<file path="config.mk">
export PLATFORM = sky130hd
export DESIGN_NAME = ext_bus_arbiter_n
export DESIGN_NICKNAME = d
export VERILOG_FILES = /design/src/rtl/ext_bus_arbiter_n.sv
export SDC_FILE = /design/constraint.sdc
export NUM_CORES = 1
export LEC_CHECK = 0
export ABC_AREA = 1
export BUFFER_PORTS_ARGS = -buffer_cell sky130_fd_sc_hd__buf_4
export CAP_MARGIN = 20
export CORE_MARGIN = 4
export CORE_UTILIZATION = 35
export DETAILED_ROUTE_END_ITERATION = 7
export PLACE_DENSITY = 0.85
export SYNTH_ARGS = -nofsm -noshare
export SYNTH_HDL_FRONTEND = slang
export SYNTH_SLANG_ARGS = --single-unit
</file>
<file path="constraint.sdc">
create_clock -name clk -period 1.6 [get_ports clk]
set_clock_uncertainty 0.2 [all_clocks]
set_input_delay 0.16 -clock clk [delete_from_list [all_inputs] [get_ports clk]]
set_output_delay 0.16 -clock clk [all_outputs]
set_load 0.05 [all_outputs]
</file>
<file path="src/rtl/ext_bus_arbiter_n.sv">
// EXT bus arbiter: parks the OPB bridge on the bus and round-robins grants among external masters.
// Optional hold-timeout preemption of external masters is built when EXT_ARB_TIMEOUT_EN is defined.
//
// state   | meaning
// PARK    | OPB bridge owns the EXT bus, no external grant
// GRANT   | one external master granted, OPB accesses to the window retried
// RELEASE | one-cycle turnaround, nobody drives the bus
module ext_bus_arbiter_n #(
  parameter int         NUM_MASTERS = 2,
  parameter int         ID_W        = 1,
  parameter logic [6:0] WIN_BASE    = 7'h10,
  parameter logic [6:0] WIN_SIZE    = 7'h16,
  parameter int         MAX_HOLD    = 256
) (
  input  logic                   clk,
  input  logic                   reset,
  input  logic                   opb_select,
  input  logic [0:31]            opb_abus,
  input  logic [NUM_MASTERS-1:0] ext_br_n,
  output logic [NUM_MASTERS-1:0] ext_bg_n,
  output logic                   sl_retry,
  output logic                   opb,
  output logic [ID_W-1:0]        grant_id
);

  if (NUM_MASTERS < 1 || NUM_MASTERS > 8) begin : g_bad_num_masters
    $error("NUM_MASTERS must be 1..8");
  end
  if ((1 << ID_W) < NUM_MASTERS) begin : g_bad_id_w
    $error("ID_W too narrow for NUM_MASTERS");
  end
  if (MAX_HOLD < 2 || MAX_HOLD > 65535) begin : g_bad_max_hold
    $error("MAX_HOLD must be 2..65535");
  end

  typedef enum logic [1:0] {
    PARK    = 2'd0,
    GRANT   = 2'd1,
    RELEASE = 2'd2
  } state_t;

  // Window end is computed in 8 bits so BASE+SIZE-1 cannot wrap.
  localparam logic [7:0] WIN_LO = {1'b0, WIN_BASE};
  localparam logic [7:0] WIN_HI = WIN_LO + {1'b0, WIN_SIZE} - 8'd1;

  state_t                 state;
  logic [NUM_MASTERS-1:0] br_s;
  logic [NUM_MASTERS-1:0] req_v;
  logic [NUM_MASTERS-1:0] win_bg_n;
  logic [ID_W-1:0]        rr;
  logic [ID_W-1:0]        rr_next;
  logic [ID_W-1:0]        win;
  logic                   any_req;
  logic                   hit;
  logic [7:0]             addr_hi;
  logic                   unused_abus;
  int                     scan_idx;

  assign addr_hi     = {1'b0, opb_abus[0:6]};
  assign hit         = opb_select && (addr_hi >= WIN_LO) && (addr_hi <= WIN_HI);
  assign unused_abus = ^opb_abus[7:31];

`ifdef EXT_ARB_TIMEOUT_EN
  localparam logic [15:0] HOLD_LAST = 16'(MAX_HOLD - 1);
  logic [15:0]            hold_cnt;
  logic [NUM_MASTERS-1:0] mask;
  assign req_v = ~br_s & ~mask;
`else
  assign req_v = ~br_s;
`endif

  always_comb begin
    any_req  = 1'b0;
    win      = '0;
    scan_idx = 0;
    for (int i = 0; i < NUM_MASTERS; i++) begin
      scan_idx = int'(rr) + i;
      if (scan_idx >= NUM_MASTERS) scan_idx = scan_idx - NUM_MASTERS;
      if (!any_req && req_v[scan_idx]) begin
        any_req = 1'b1;
        win     = ID_W'(scan_idx);
      end
    end
  end

  assign win_bg_n = ~(NUM_MASTERS'(1) << win);
  assign rr_next  = (grant_id == ID_W'(NUM_MASTERS - 1)) ? '0 : grant_id + ID_W'(1);

  always_ff @(posedge clk) begin
    if (reset) begin
      state    <= PARK;
      br_s     <= '1;
      ext_bg_n <= '1;
      opb      <= 1'b0;
      sl_retry <= 1'b0;
      grant_id <= '0;
      rr       <= '0;
`ifdef EXT_ARB_TIMEOUT_EN
      hold_cnt <= '0;
      mask     <= '0;
`endif
    end else begin
      br_s <= ext_br_n;
`ifdef EXT_ARB_TIMEOUT_EN
      // A preempted master stays out of arbitration until it lets go once.
      mask <= mask & ~br_s;
`endif
      case (state)
        PARK: begin
          sl_retry <= 1'b0;
          if (any_req && !hit) begin
            state    <= GRANT;
            ext_bg_n <= win_bg_n;
            grant_id <= win;
            opb      <= 1'b0;
`ifdef EXT_ARB_TIMEOUT_EN
            hold_cnt <= '0;
`endif
          end else begin
            opb      <= 1'b1;
            ext_bg_n <= '1;
          end
        end
        GRANT: begin
          sl_retry <= hit;
          opb      <= 1'b0;
          if (br_s[grant_id]) begin
            state    <= RELEASE;
            ext_bg_n <= '1;
            rr       <= rr_next;
          end
`ifdef EXT_ARB_TIMEOUT_EN
          else if (hit && hold_cnt >= HOLD_LAST) begin
            state    <= RELEASE;
            ext_bg_n <= '1;
            rr       <= rr_next;
            mask     <= (mask & ~br_s) | (NUM_MASTERS'(1) << grant_id);
          end else if (hold_cnt != HOLD_LAST) begin
            hold_cnt <= hold_cnt + 16'd1;
          end
`endif
        end
        RELEASE: begin
          sl_retry <= hit;
          opb      <= 1'b1;
          ext_bg_n <= '1;
          state    <= PARK;
        end
        default: begin
          state    <= PARK;
          opb      <= 1'b1;
          ext_bg_n <= '1;
          sl_retry <= 1'b0;
        end
      endcase
    end
  end

endmodule

</file>
# After elaboration in Yosys (flattened, before gate mapping)
# Cells that the tools add are included.
[word_totals]
mem_count = 0
register_bits = 10
inputBits = 37
mem_bits_ro = 0
mem_bits_rw = 0
latchBits = 0
[classes]
shifts = 1
addsub = 4
n_reduce_logical = 12
magnitude_cmp = 7
mux = 23
n_bitwise = 3
n_eq_ne = 4
div_mod_pow = 0
mul = 0
[op_table]
columns = ["operator", "n"]
rows = [
  ["$lt A32 B3 Y1 const B", 2],
  ["$mux W32", 2],
  ["$mux W1", 14],
  ["$mux W2", 4],
  ["$pmux W2 S2", 2],
  ["$ge A7 B5 Y1 const B", 1],
  ["$le A7 B6 Y1 const B", 1],
  ["$reduce_and A2 Y1", 3],
  ["$logic_and A1 B1 Y1", 4],
  ["$ne A2 B2 Y1 const B", 2],
  ["$not A2 Y2", 2],
  ["$reduce_or A2 Y1", 2],
  ["$sub A1 B2 Y3 const B", 1],
  ["$sub A2 B2 Y3 const B", 1],
  ["$add A1 B1 Y2 const B", 1],
  ["$eq A2 B1 Y1 const B", 1],
  ["$eq A2 B2 Y1 const B", 1],
  ["$ge A1 B2 Y1 const B", 1],
  ["$ge A2 B2 Y1 const B", 1],
  ["$logic_not A1 Y1", 2],
  ["$logic_not A2 Y1", 1],
  ["$lt A1 B2 Y1 const B", 1],
  ["$pmux W1 S2", 1],
  ["$shl A1 B1 Y2 const A", 1],
  ["other kinds (2)", 2],
]

# Longest topological paths before layout
# Gate-level depths: netlist of the first run.
[depth]
ltp_word = 13
mapped_depth = 9

# Worst setup path before layout of the first run
# OpenSTA, ideal clock, no wires.
[synth_path]
path_kind = "register to register"
start = "reg grant_id"
end = "reg rr"
setup_time_ns = 0.070
period_less_slack_ns = 1.504
arrival_time_ns = 1.234
t_required_ns = 1.330
path_stages_with_launch = 5
slack_ns = 0.096
cell_sequence = "dfxtp_1 -> nand2_1 -> a21oi_1 -> o21ai_0 -> a21oi_1"
[synth_between]
elab_chain_cells = 3
elab_cells_between_ends = 5
classes_between = "1 x add/sub; 3 x mux; 1 x reduce/logical"
[synth_lines]
columns = ["item", "line_no", "text"]
rows = [
  ["start, declared", "23", "output logic [ID_W-1:0] grant_id"],
  ["start signal, assigned", "114", "grant_id <= win;"],
  ["$mux W1 (implied by the code) (2 in a row)", "127", "if (br_s[grant_id]) begin"],
  ["$reduce_and A2 Y1 (no source line)", "-", ""],
  ["end signal, assigned", "130", "rr <= rr_next;"],
  ["end, declared", "50", "logic [ID_W-1:0] rr;"],
]
# Parallel ways exist; a longest one is shown, timed or not. The select of a mux whose other input is x is not followed.
# A chain may end at the register's enable or synchronous reset.

# Worst setup path after layout of the first run
[layout_path]
start = "reg state[1]"
end = "reg rr"
[layout_between]
elab_chain_cells = 2
[layout_lines]
columns = ["item", "line_no", "text"]
rows = [
  ["start, declared", "46", "state_t state;"],
  ["start signal, assigned", "91", "state <= PARK;"],
  ["start signal, assigned", "112", "state <= GRANT;"],
  ["start signal, assigned", "128", "state <= RELEASE;"],
  ["$eq A2 B1 Y1", "108", "case (state)"],
  ["$reduce_and A2 Y1 (no source line)", "-", ""],
]
# Every way passes these cells.

==> flow_metrics.env, run 1 <==
export IMPL_crit_slowest_cell="sky130_fd_sc_hd__dfxtp_1"
export IMPL_synth_area_um2=489
export IMPL_critical_path_end_type="flop"
export IMPL_ys_warn_count=0
export IMPL_place_detailed_hpwl_um=750
export IMPL_clk_pin_slew_worst_paths_ns=0.06
export IMPL_synth_cell_type_count=18
export IMPL_max_clock_path_buffers=2
export IMPL_start_util_pct=37.6
export IMPL_cell_internal_pwr_mw=0.423
export IMPL_powerDensity_mw_per_mm2=901
export IMPL_final_min_period_over_clock_period_pct=91.7
export IMPL_dpl_cell_count=95
export IMPL_synth_seq_area_share_pct=40.9
export IMPL_grt_pass1_wl_um=1640
export IMPL_most_common_layout_cells="sky130_fd_sc_hd__nand2_1 (18), sky130_fd_sc_hd__buf_4 (15), sky130_fd_sc_hd__dfxtp_1 (10)"
export IMPL_path_delay_family="compound AO/OA/AOI/OAI gates"
export IMPL_post_route_cells_drive_above_1_share_pct=36.0
export IMPL_dr_total_vias=454
export IMPL_setup_bufs_post_cts=0
export IMPL_count_of_buffers_from_port_buffering=15
export IMPL_sw_ratio_pct=30.2
export IMPL_insertion_delay_ns=0.27
export IMPL_comb_power_share_pct=25.6
export IMPL_grt_max_degree=7
export IMPL_placement_rows=13
export IMPL_fmax_ghz=0.682
export IMPL_clock_share_of_power_pct=28.8
export IMPL_number_of_violations_of_the_max_capacitance_limit=0
export IMPL_run_status="completed"
export IMPL_tritoncts_num_buffers=3
export IMPL_clock_sinks=10
export IMPL_wl_per_cell_um=9.45
export IMPL_switching_power_mw=0.184
export IMPL_boundaryPins=42
export IMPL_post_route_util_pct=51.7
export IMPL_layout_cells_most_common="sky130_fd_sc_hd__nand2_1"
export IMPL_cts_root_buf="sky130_fd_sc_hd__clkbuf_4"
export IMPL_critPathMaxFanout=3
export IMPL_die_height_um=45.4
export IMPL_postSynthNetCount=104
export IMPL_gp_routability_congestion=0.759
export IMPL_criticalPathCategory="reg -> reg"
export IMPL_antenna_found_initial=0
export IMPL_synthCells=65
export IMPL_drcViolationCount=0
export IMPL_worstHoldPathType="in -> reg"
export IMPL_place_worst_setup_slack_ns=0.164
export IMPL_cts_tree="yes"
export IMPL_num_antenna_cells=0
export IMPL_tightest_pin_transition_ns=0.264
export IMPL_finalHoldViolCount=0
export IMPL_timing_critical_path_required_ns=1.60
export IMPL_drv_slew=0
export IMPL_worst_slew_margin_rel_pct=82.4
export IMPL_area_growth_synth_to_final_pct=37.6
export IMPL_final_setup_viol_count=0
export IMPL_instances_no_fill=101
export IMPL_die_w_um=45.4
export IMPL_syn_area_per_cell_um2=7.53
export IMPL_route_final_wire_length_um=954
export IMPL_setup_total_negative_slack_ns=0
export IMPL_drtPass1Iterations=2
export IMPL_worst_setup_slack_for_register_to_register_paths_ns=0.13
export IMPL_via_per_inst=4.50
export IMPL_whs_ns=0.0452
export IMPL_cp_slowest_stage_delay_ns=0.31
export IMPL_htree_num_levels=1
export IMPL_final_antenna_net_count=0
export IMPL_cp_data_arrival_time_ns=1.47
export IMPL_period_minus_slack_ns=1.47
export IMPL_timing_critical_path_cells="inv_1 -> ha_1 -> bufinv_8 -> a21oi_1 -> o21ai_0 -> a21oi_1"
export IMPL_worst_path_buf_inv=2
export IMPL_setup_slack_ns=0.133
export IMPL_ys_seq_elements=10
export IMPL_dr_first_iter_drc_count=3
export IMPL_vias_in_the_first_global_route=413
export IMPL_peakVddDrop_uv=521
export IMPL_global_route_overflow_total=0
export IMPL_grt_setup_unrepaired="no"
export IMPL_power_sequential_fraction_pct=45.6
export IMPL_total_die_area_mm2=0.00206
export IMPL_finish_net_count=127
export IMPL_leakage_nw=0.337
export IMPL_coreArea_mm2=0.00130
export IMPL_worstSetupStartpointType="flop"
export IMPL_cts_hold_fix_buffers=3
export IMPL_postCtsResizedCells=0
export IMPL_global_route_usage_over_all_layers_pct=11.8
export IMPL_cp_common_cell="sky130_fd_sc_hd__a21oi_1"
==> state kept, by name (all words and copies together), names as in the netlist <==
register	flops
br_s	2
ext_bg_n	2
state	2
grant_id	1
opb	1
rr	1
sl_retry	1
==> final timing paths <==
| check | start | endpoint | depth (start not counted) |
|---|---|---|---|
| max | state[1] | rr | 6 |
| min | opb_abus[2] | sl_retry | 5 |
| max reg2reg | state[1] | rr | 6 |
| min reg2reg | state[1] | state[1] | 2 |
==> power by group through the flow <==
stage	combinational, mW	clock [mW]	sequential (mW)
final	0.155	0.175	0.277
after global routing	0.173	0.191	0.278
after CTS	0.157	0.175	0.277
after detailed placement	0.150	0	0.282
after global placement	0.146	0	0.282
after floorplan	0.0771	0	0.309
==> cells in the mapped netlist <==
master,number,area [um2]
sky130_fd_sc_hd__or2_2,2,12.5
sky130_fd_sc_hd__nand3_1,3,15.0
sky130_fd_sc_hd__ha_1,2,25.0
sky130_fd_sc_hd__inv_1,8,30.0
sky130_fd_sc_hd__nor2_4,1,11.3
sky130_fd_sc_hd__o21bai_1,1,7.51
sky130_fd_sc_hd__a21oi_1,5,25.0
sky130_fd_sc_hd__nor2_1,1,3.75
sky130_fd_sc_hd__nand2_1,18,67.6
sky130_fd_sc_hd__nand3_2,1,10.0
sky130_fd_sc_hd__o211ai_1,1,7.51
sky130_fd_sc_hd__o21ai_0,2,10.0
sky130_fd_sc_hd__clkinv_1,1,3.75
sky130_fd_sc_hd__dfxtp_1,10,200
sky130_fd_sc_hd__nor2_2,1,6.26
sky130_fd_sc_hd__nand2_2,4,25.0
sky130_fd_sc_hd__inv_2,3,11.3
sky130_fd_sc_hd__bufinv_8,1,17.5
==> per-stage QoR <==
step	cell area (um2)	power [mW]
floorplan	489	0.386
global placement	621	0.427
CTS	673	0.609
detailed placement	621	0.433
global route	673	0.642
finish	673	0.607
==> tightest hold or removal path: cells and delay by family <==
kind | cells | cell delay (ns)
AND/OR/NAND/NOR | 3 | 0.21
buffers and inverters | 2 | 0.11
==> cell type report <==
cell class | instances | area, um2
fillers | 131 | 628
multi-input cells | 42 | 226
flip-flops and latches | 10 | 200
repair buffers | 18 | 143
inverters | 13 | 62.6
clock buffers | 3 | 22.5
well taps | 15 | 18.8
==> routing by layer <==
metal	GRT usage, %	share of wire, %	wire, um	vias to the layer above
met5	0	0	0	-
met4	10.5	3.7	35	0
met3	4.74	6.6	63	5
met2	18.1	48	461	11
met1	12.0	41	394	194
li1	-	-	-	244
==> cell families (layout without fill, tap and decap cells) <==
| logic type | Yosys count | count (layout) | share of synthesized area (%) |
|---|---|---|---|
| flops | 10 | 10 | 40.9 |
| fa+ha+maj | 2 | 2 | 5.11 |
| compound gates | 9 | 9 | 10.2 |
| simple gates | 31 | 31 | 30.9 |
| buf+inv | 13 | 34 | 12.8 |
Note: power is estimated with default switching activity, not from simulation.
==> run 2: changes to the inputs <==
Settings changed: CORE_AREA set to 4 4 41 43, CORE_MARGIN 4 to not set, CORE_UTILIZATION 35 to not set, CTS_BUF_LIST set to sky130_fd_sc_hd__clkbuf_4 sky130_fd_sc_hd__clkbuf_8, DIE_AREA set to 0 0 45 47, PLACE_DENSITY 0.85 to 0.88.
==> flow_metrics.env, run 2 (synthesis gave the netlist of run 1 again) <==
export IMPL_worstHoldPathType="in -> reg"
export IMPL_most_common_layout_cells="sky130_fd_sc_hd__nand2_1 (18), sky130_fd_sc_hd__buf_4 (15), sky130_fd_sc_hd__dfxtp_1 (10)"
export IMPL_drtPass1Iterations=4
export IMPL_start_util_pct=37.6
export IMPL_placement_rows=13
export IMPL_via_per_inst=4.45
export IMPL_drcViolationCount=0
export IMPL_dpl_cell_count=95
export IMPL_instances_no_fill=101
export IMPL_detailed_place_area_um2=621
export IMPL_cts_hold_fix_buffers=3
export IMPL_worstSetupStartpointType="flop"
export IMPL_gp_routability_congestion=0.817
export IMPL_die_w_um=45
export IMPL_grt_pass1_wl_um=1520
export IMPL_layout_cells_most_common="sky130_fd_sc_hd__nand2_1"
export IMPL_reg_top3="br_s (2), ext_bg_n (2), state (2)"
export IMPL_run_status="completed"
export IMPL_vias_in_the_first_global_route=378
export IMPL_finish_net_count=127
export IMPL_global_route_usage_over_all_layers_pct=10.6
export IMPL_period_minus_slack_ns=1.42
export IMPL_nFillCells=127
export IMPL_total_die_area_mm2=0.00212
export IMPL_max_clock_path_buffers=2
export IMPL_number_of_violations_of_the_max_capacitance_limit=0
export IMPL_final_min_period_over_clock_period_pct=88.9
export IMPL_grt_max_degree=7
export IMPL_cp_data_arrival_time_ns=1.42
export IMPL_drv_slew=0
export IMPL_setup_bufs_post_cts=0
export IMPL_power_total_mw=0.594
export IMPL_wl_per_cell_um=9.36
export IMPL_clock_sinks=10
export IMPL_criticalPathCategory="reg -> reg"
export IMPL_area_growth_synth_to_final_pct=37.6
export IMPL_postCtsResizedCells=0
export IMPL_worst_setup_slack_for_register_to_register_paths_ns=0.18
export IMPL_insertion_delay_ns=0.26
export IMPL_route_final_wire_length_um=945
export IMPL_dr_first_iter_drc_count=4
export IMPL_coreArea_mm2=0.00130
export IMPL_critPathMaxFanout=3
export IMPL_count_of_buffers_from_port_buffering=15
export IMPL_boundaryPins=42
export IMPL_setup_total_negative_slack_ns=0
export IMPL_global_route_overflow_total=0
export IMPL_timing_critical_path_required_ns=1.59
export IMPL_grt_setup_unrepaired="no"
export IMPL_post_route_cells_drive_above_1_share_pct=36.0
export IMPL_fmax_ghz=0.703
export IMPL_powerDensity_mw_per_mm2=882
export IMPL_tightest_pin_transition_ns=0.236
export IMPL_clk_pin_slew_worst_paths_ns=0.06
export IMPL_die_height_um=47
export IMPL_cts_root_buf="sky130_fd_sc_hd__clkbuf_4"
export IMPL_tritoncts_num_buffers=3
export IMPL_finalHoldViolCount=0
export IMPL_htree_num_levels=1
export IMPL_final_antenna_net_count=0
export IMPL_critical_path_end_type="flop"
export IMPL_peakVddDrop_uv=689
export IMPL_leakage_nw=0.337
export IMPL_worst_slew_margin_rel_pct=84.3
export IMPL_final_setup_viol_count=0
export IMPL_dr_total_vias=449
export IMPL_stdcell_area_um2=673
export IMPL_whs_ns=0.0524
export IMPL_antenna_found_initial=0
export IMPL_num_antenna_cells=0
export IMPL_place_detailed_hpwl_um=750
export IMPL_cts_tree="yes"
==> run 2: cell counts in the layout (fill, tap and decap cells not counted) <==
No cell type changed its count.
==> run 2: layer usage <==
metal	track usage [%]	wire, um	up-vias
met1	11.6	356	190
met2	16.7	485	14
met4	3.51	6	0
met5	0	0	-
met3	6.90	96	2
li1	-	-	243
==> run 2: power by group <==
| group | total (mW) | switching, mW | internal [mW] |
|---|---|---|---|
| Sequential | 0.277 | 0.0101 | 0.267 |
| Clock | 0.162 | 0.0753 | 0.0863 |
| Combinational | 0.155 | 0.0858 | 0.0695 |
==> run 2: final timing paths <==
kind                             startpoint        to  cells past startpoint
worst max-delay path               state[1]        rr                      6
worst min-delay path            opb_abus[2]  sl_retry                      5
worst max register to register     state[1]        rr                      6
worst min register to register     state[1]  state[1]                      2
==> run 2: cell type report <==
class	instances	area [um2]	area share, %
Clock buffer	3	22.5	3.35
Inverter	13	62.6	9.29
Multi-Input combinational cell	42	226	33.6
Sequential cell	10	200	29.7
Tap cell	15	18.8	2.79
Timing Repair Buffer	18	143	21.2
==> run 2: critical path, cell delays in order, from the launching register on <==
cell                       delay [ns]
sky130_fd_sc_hd__dfxtp_1         0.31
sky130_fd_sc_hd__inv_1           0.07
sky130_fd_sc_hd__ha_1            0.15
sky130_fd_sc_hd__bufinv_8        0.18
sky130_fd_sc_hd__a21oi_1         0.21
sky130_fd_sc_hd__o21ai_0         0.13
sky130_fd_sc_hd__a21oi_1         0.11
==> run 2: stage by stage <==
step	util [%]	setup slack (ns)
3_3_place_gp	47.7	0.259
4_1_cts	51.7	0.172
5_1_grt	51.7	0.0525
6_report	51.7	0.178
2_1_floorplan	-	0.0955
3_5_place_dp	47.7	0.190
==> run 3: changes to the inputs <==
Clock period 1.6 ns to 1.4 ns, I/O delays scaled along.
==> flow_metrics.env, run 3 (synthesis gave the netlist of run 1 again) <==
export IMPL_run_status="completed"
export IMPL_worstHoldStart="opb_abus[2]"
export IMPL_power_sequential_fraction_pct=45.8
export IMPL_boundaryPins=42
export IMPL_setup_total_negative_slack_ns=0
export IMPL_power_total_mw=0.697
export IMPL_post_route_util_pct=54.3
export IMPL_vias_in_the_first_global_route=347
export IMPL_clock_sinks=10
export IMPL_path_delay_family="flip-flops"
export IMPL_cts_root_buf="sky130_fd_sc_hd__clkbuf_4"
export IMPL_critical_path_end_type="flop"
export IMPL_insertion_delay_ns=0.26
export IMPL_tritoncts_num_buffers=3
export IMPL_fmax_ghz=0.783
export IMPL_clk_pin_slew_worst_paths_ns=0.06
export IMPL_finalHoldViolCount=0
export IMPL_global_route_overflow_total=0
export IMPL_htree_num_levels=1
export IMPL_num_antenna_cells=0
export IMPL_final_setup_viol_count=0
export IMPL_cell_internal_pwr_mw=0.487
export IMPL_setup_slack_ns=0.122
export IMPL_worstHoldPathType="in -> reg"
export IMPL_dr_first_iter_drc_count=6
export IMPL_critPathMaxFanout=4
export IMPL_reg_top3="br_s (2), ext_bg_n (2), state (2)"
export IMPL_start_util_pct=37.6
export IMPL_timing_critical_path_cells="inv_2 -> ha_2 -> nand3_2 -> inv_2 -> nand2_1 -> nand2_1 -> nand3_1"
export IMPL_post_route_cells_drive_above_1_share_pct=48.3
export IMPL_antenna_found_initial=0
export IMPL_most_common_layout_cells="sky130_fd_sc_hd__nand2_1 (17), sky130_fd_sc_hd__buf_4 (16), sky130_fd_sc_hd__inv_1 (7), sky130_fd_sc_hd__dfxtp_1 (7), sky130_fd_sc_hd__nand2_2 (5)"
export IMPL_grt_pass1_wl_um=1370
export IMPL_cp_slowest_stage_delay_ns=0.32
export IMPL_stdcell_area_um2=707
export IMPL_worst_slew_margin_rel_pct=90.2
export IMPL_layout_cells_most_common="sky130_fd_sc_hd__nand2_1"
export IMPL_placement_rows=13
export IMPL_drcViolationCount=0
export IMPL_grt_max_degree=7
export IMPL_via_per_inst=4.60
export IMPL_final_min_period_over_clock_period_pct=91.3
export IMPL_instances_no_fill=102
export IMPL_powerDensity_mw_per_mm2=986
export IMPL_whs_ns=0.0341
export IMPL_gp_routability_congestion=0.758
export IMPL_worst_setup_path_startpoint="state[1]"
export IMPL_dpl_cell_count=95
export IMPL_worst_setup_slack_for_register_to_register_paths_ns=0.12
export IMPL_timing_critical_path_required_ns=1.35
export IMPL_criticalPathCategory="reg -> reg"
export IMPL_coreArea_mm2=0.00130
export IMPL_count_of_buffers_from_port_buffering=15
export IMPL_number_of_violations_of_the_max_capacitance_limit=0
export IMPL_final_antenna_net_count=0
export IMPL_clock_share_of_power_pct=26.9
export IMPL_crit_slowest_cell="sky130_fd_sc_hd__dfxtp_2"
export IMPL_worst_path_buf_inv=2
export IMPL_place_detailed_hpwl_um=702
export IMPL_drv_slew=0
export IMPL_worstSetupStartpointType="flop"
export IMPL_area_growth_synth_to_final_pct=44.5
export IMPL_peakVddDrop_uv=549
export IMPL_route_final_wire_length_um=934
export IMPL_reg2reg_from="state[1]"
export IMPL_global_route_usage_over_all_layers_pct=9.45
export IMPL_comb_power_share_pct=27.3
export IMPL_max_clock_path_buffers=2
export IMPL_detailed_place_area_um2=622
export IMPL_die_w_um=45
export IMPL_leakage_nw=0.340
export IMPL_total_die_area_mm2=0.00212
export IMPL_period_minus_slack_ns=1.28
export IMPL_wl_per_cell_um=9.16
export IMPL_die_height_um=47
export IMPL_finish_net_count=128
export IMPL_cp_data_arrival_time_ns=1.23
export IMPL_drtPass1Iterations=4
export IMPL_switching_power_mw=0.210
export IMPL_dr_total_vias=469
export IMPL_place_worst_setup_slack_ns=-0.00505
export IMPL_tightest_pin_transition_ns=0.145
export IMPL_sw_ratio_pct=30.2
export IMPL_grt_setup_unrepaired="no"
export IMPL_cts_tree="yes"
==> run 3: cell count changes in the layout (fill, tap and decap cells not counted), moves of 2 or more <==
cell,delta
sky130_fd_sc_hd__a21oi_1,-3
sky130_fd_sc_hd__a21oi_2,+3
sky130_fd_sc_hd__dfxtp_1,-3
sky130_fd_sc_hd__dfxtp_2,+3
sky130_fd_sc_hd__ha_1,-2
==> run 3: what timing repair did <==
action                                  4_1_cts  5_1_grt
hold buffers                                  3        0
resized for setup                             1       10
endpoints found under the hold margin         7        0
endpoints found under the setup margin        2        5
pin swaps                                     0        5
buffers inserted                              0        1
==> run 3: power by group through the flow <==
stage / clock network [mW] / logic [mW] / registers (mW)
floorplan: 0 / 0.0880 / 0.353
global placement: 0 / 0.166 / 0.322
detailed placement: 0 / 0.171 / 0.322
CTS: 0.201 / 0.179 / 0.316
global route: 0.213 / 0.208 / 0.321
finish: 0.188 / 0.190 / 0.319
==> run 3: layer usage <==
layer	vias to the layer above	track usage [%]	wire length, um	share of wire, %
met4	0	7.02	24	2.6
met2	14	15.3	482	52
met1	203	9.47	343	37
met3	5	4.60	82	8.8
li1	247	-	-	-
met5	-	0	0	0
==> run 3: worst paths after layout <==
| kind | to | cells past startpoint |
|---|---|---|
| worst max-delay path | ext_bg_n[1] | 7 |
| worst min-delay path | sl_retry | 5 |
| worst max register to register | ext_bg_n[1] | 7 |
| worst min register to register | ext_bg_n[0] | 2 |
==> run 3: cell type report <==
class / instances / area [um2]
fillers: 124 / 594
multi-input cells: 42 / 255
flip-flops and latches: 10 / 204
repair buffers: 19 / 150
inverters: 13 / 56.3
clock buffers: 3 / 22.5
well taps: 15 / 18.8
==> run 3: tightest hold or removal path, stage by stage <==
cell and delay [ns]:
sky130_fd_sc_hd__buf_4 0.08, sky130_fd_sc_hd__inv_1 0.03, sky130_fd_sc_hd__nand2_1 0.06, sky130_fd_sc_hd__nand2_2 0.07
sky130_fd_sc_hd__nor2_1 0.08
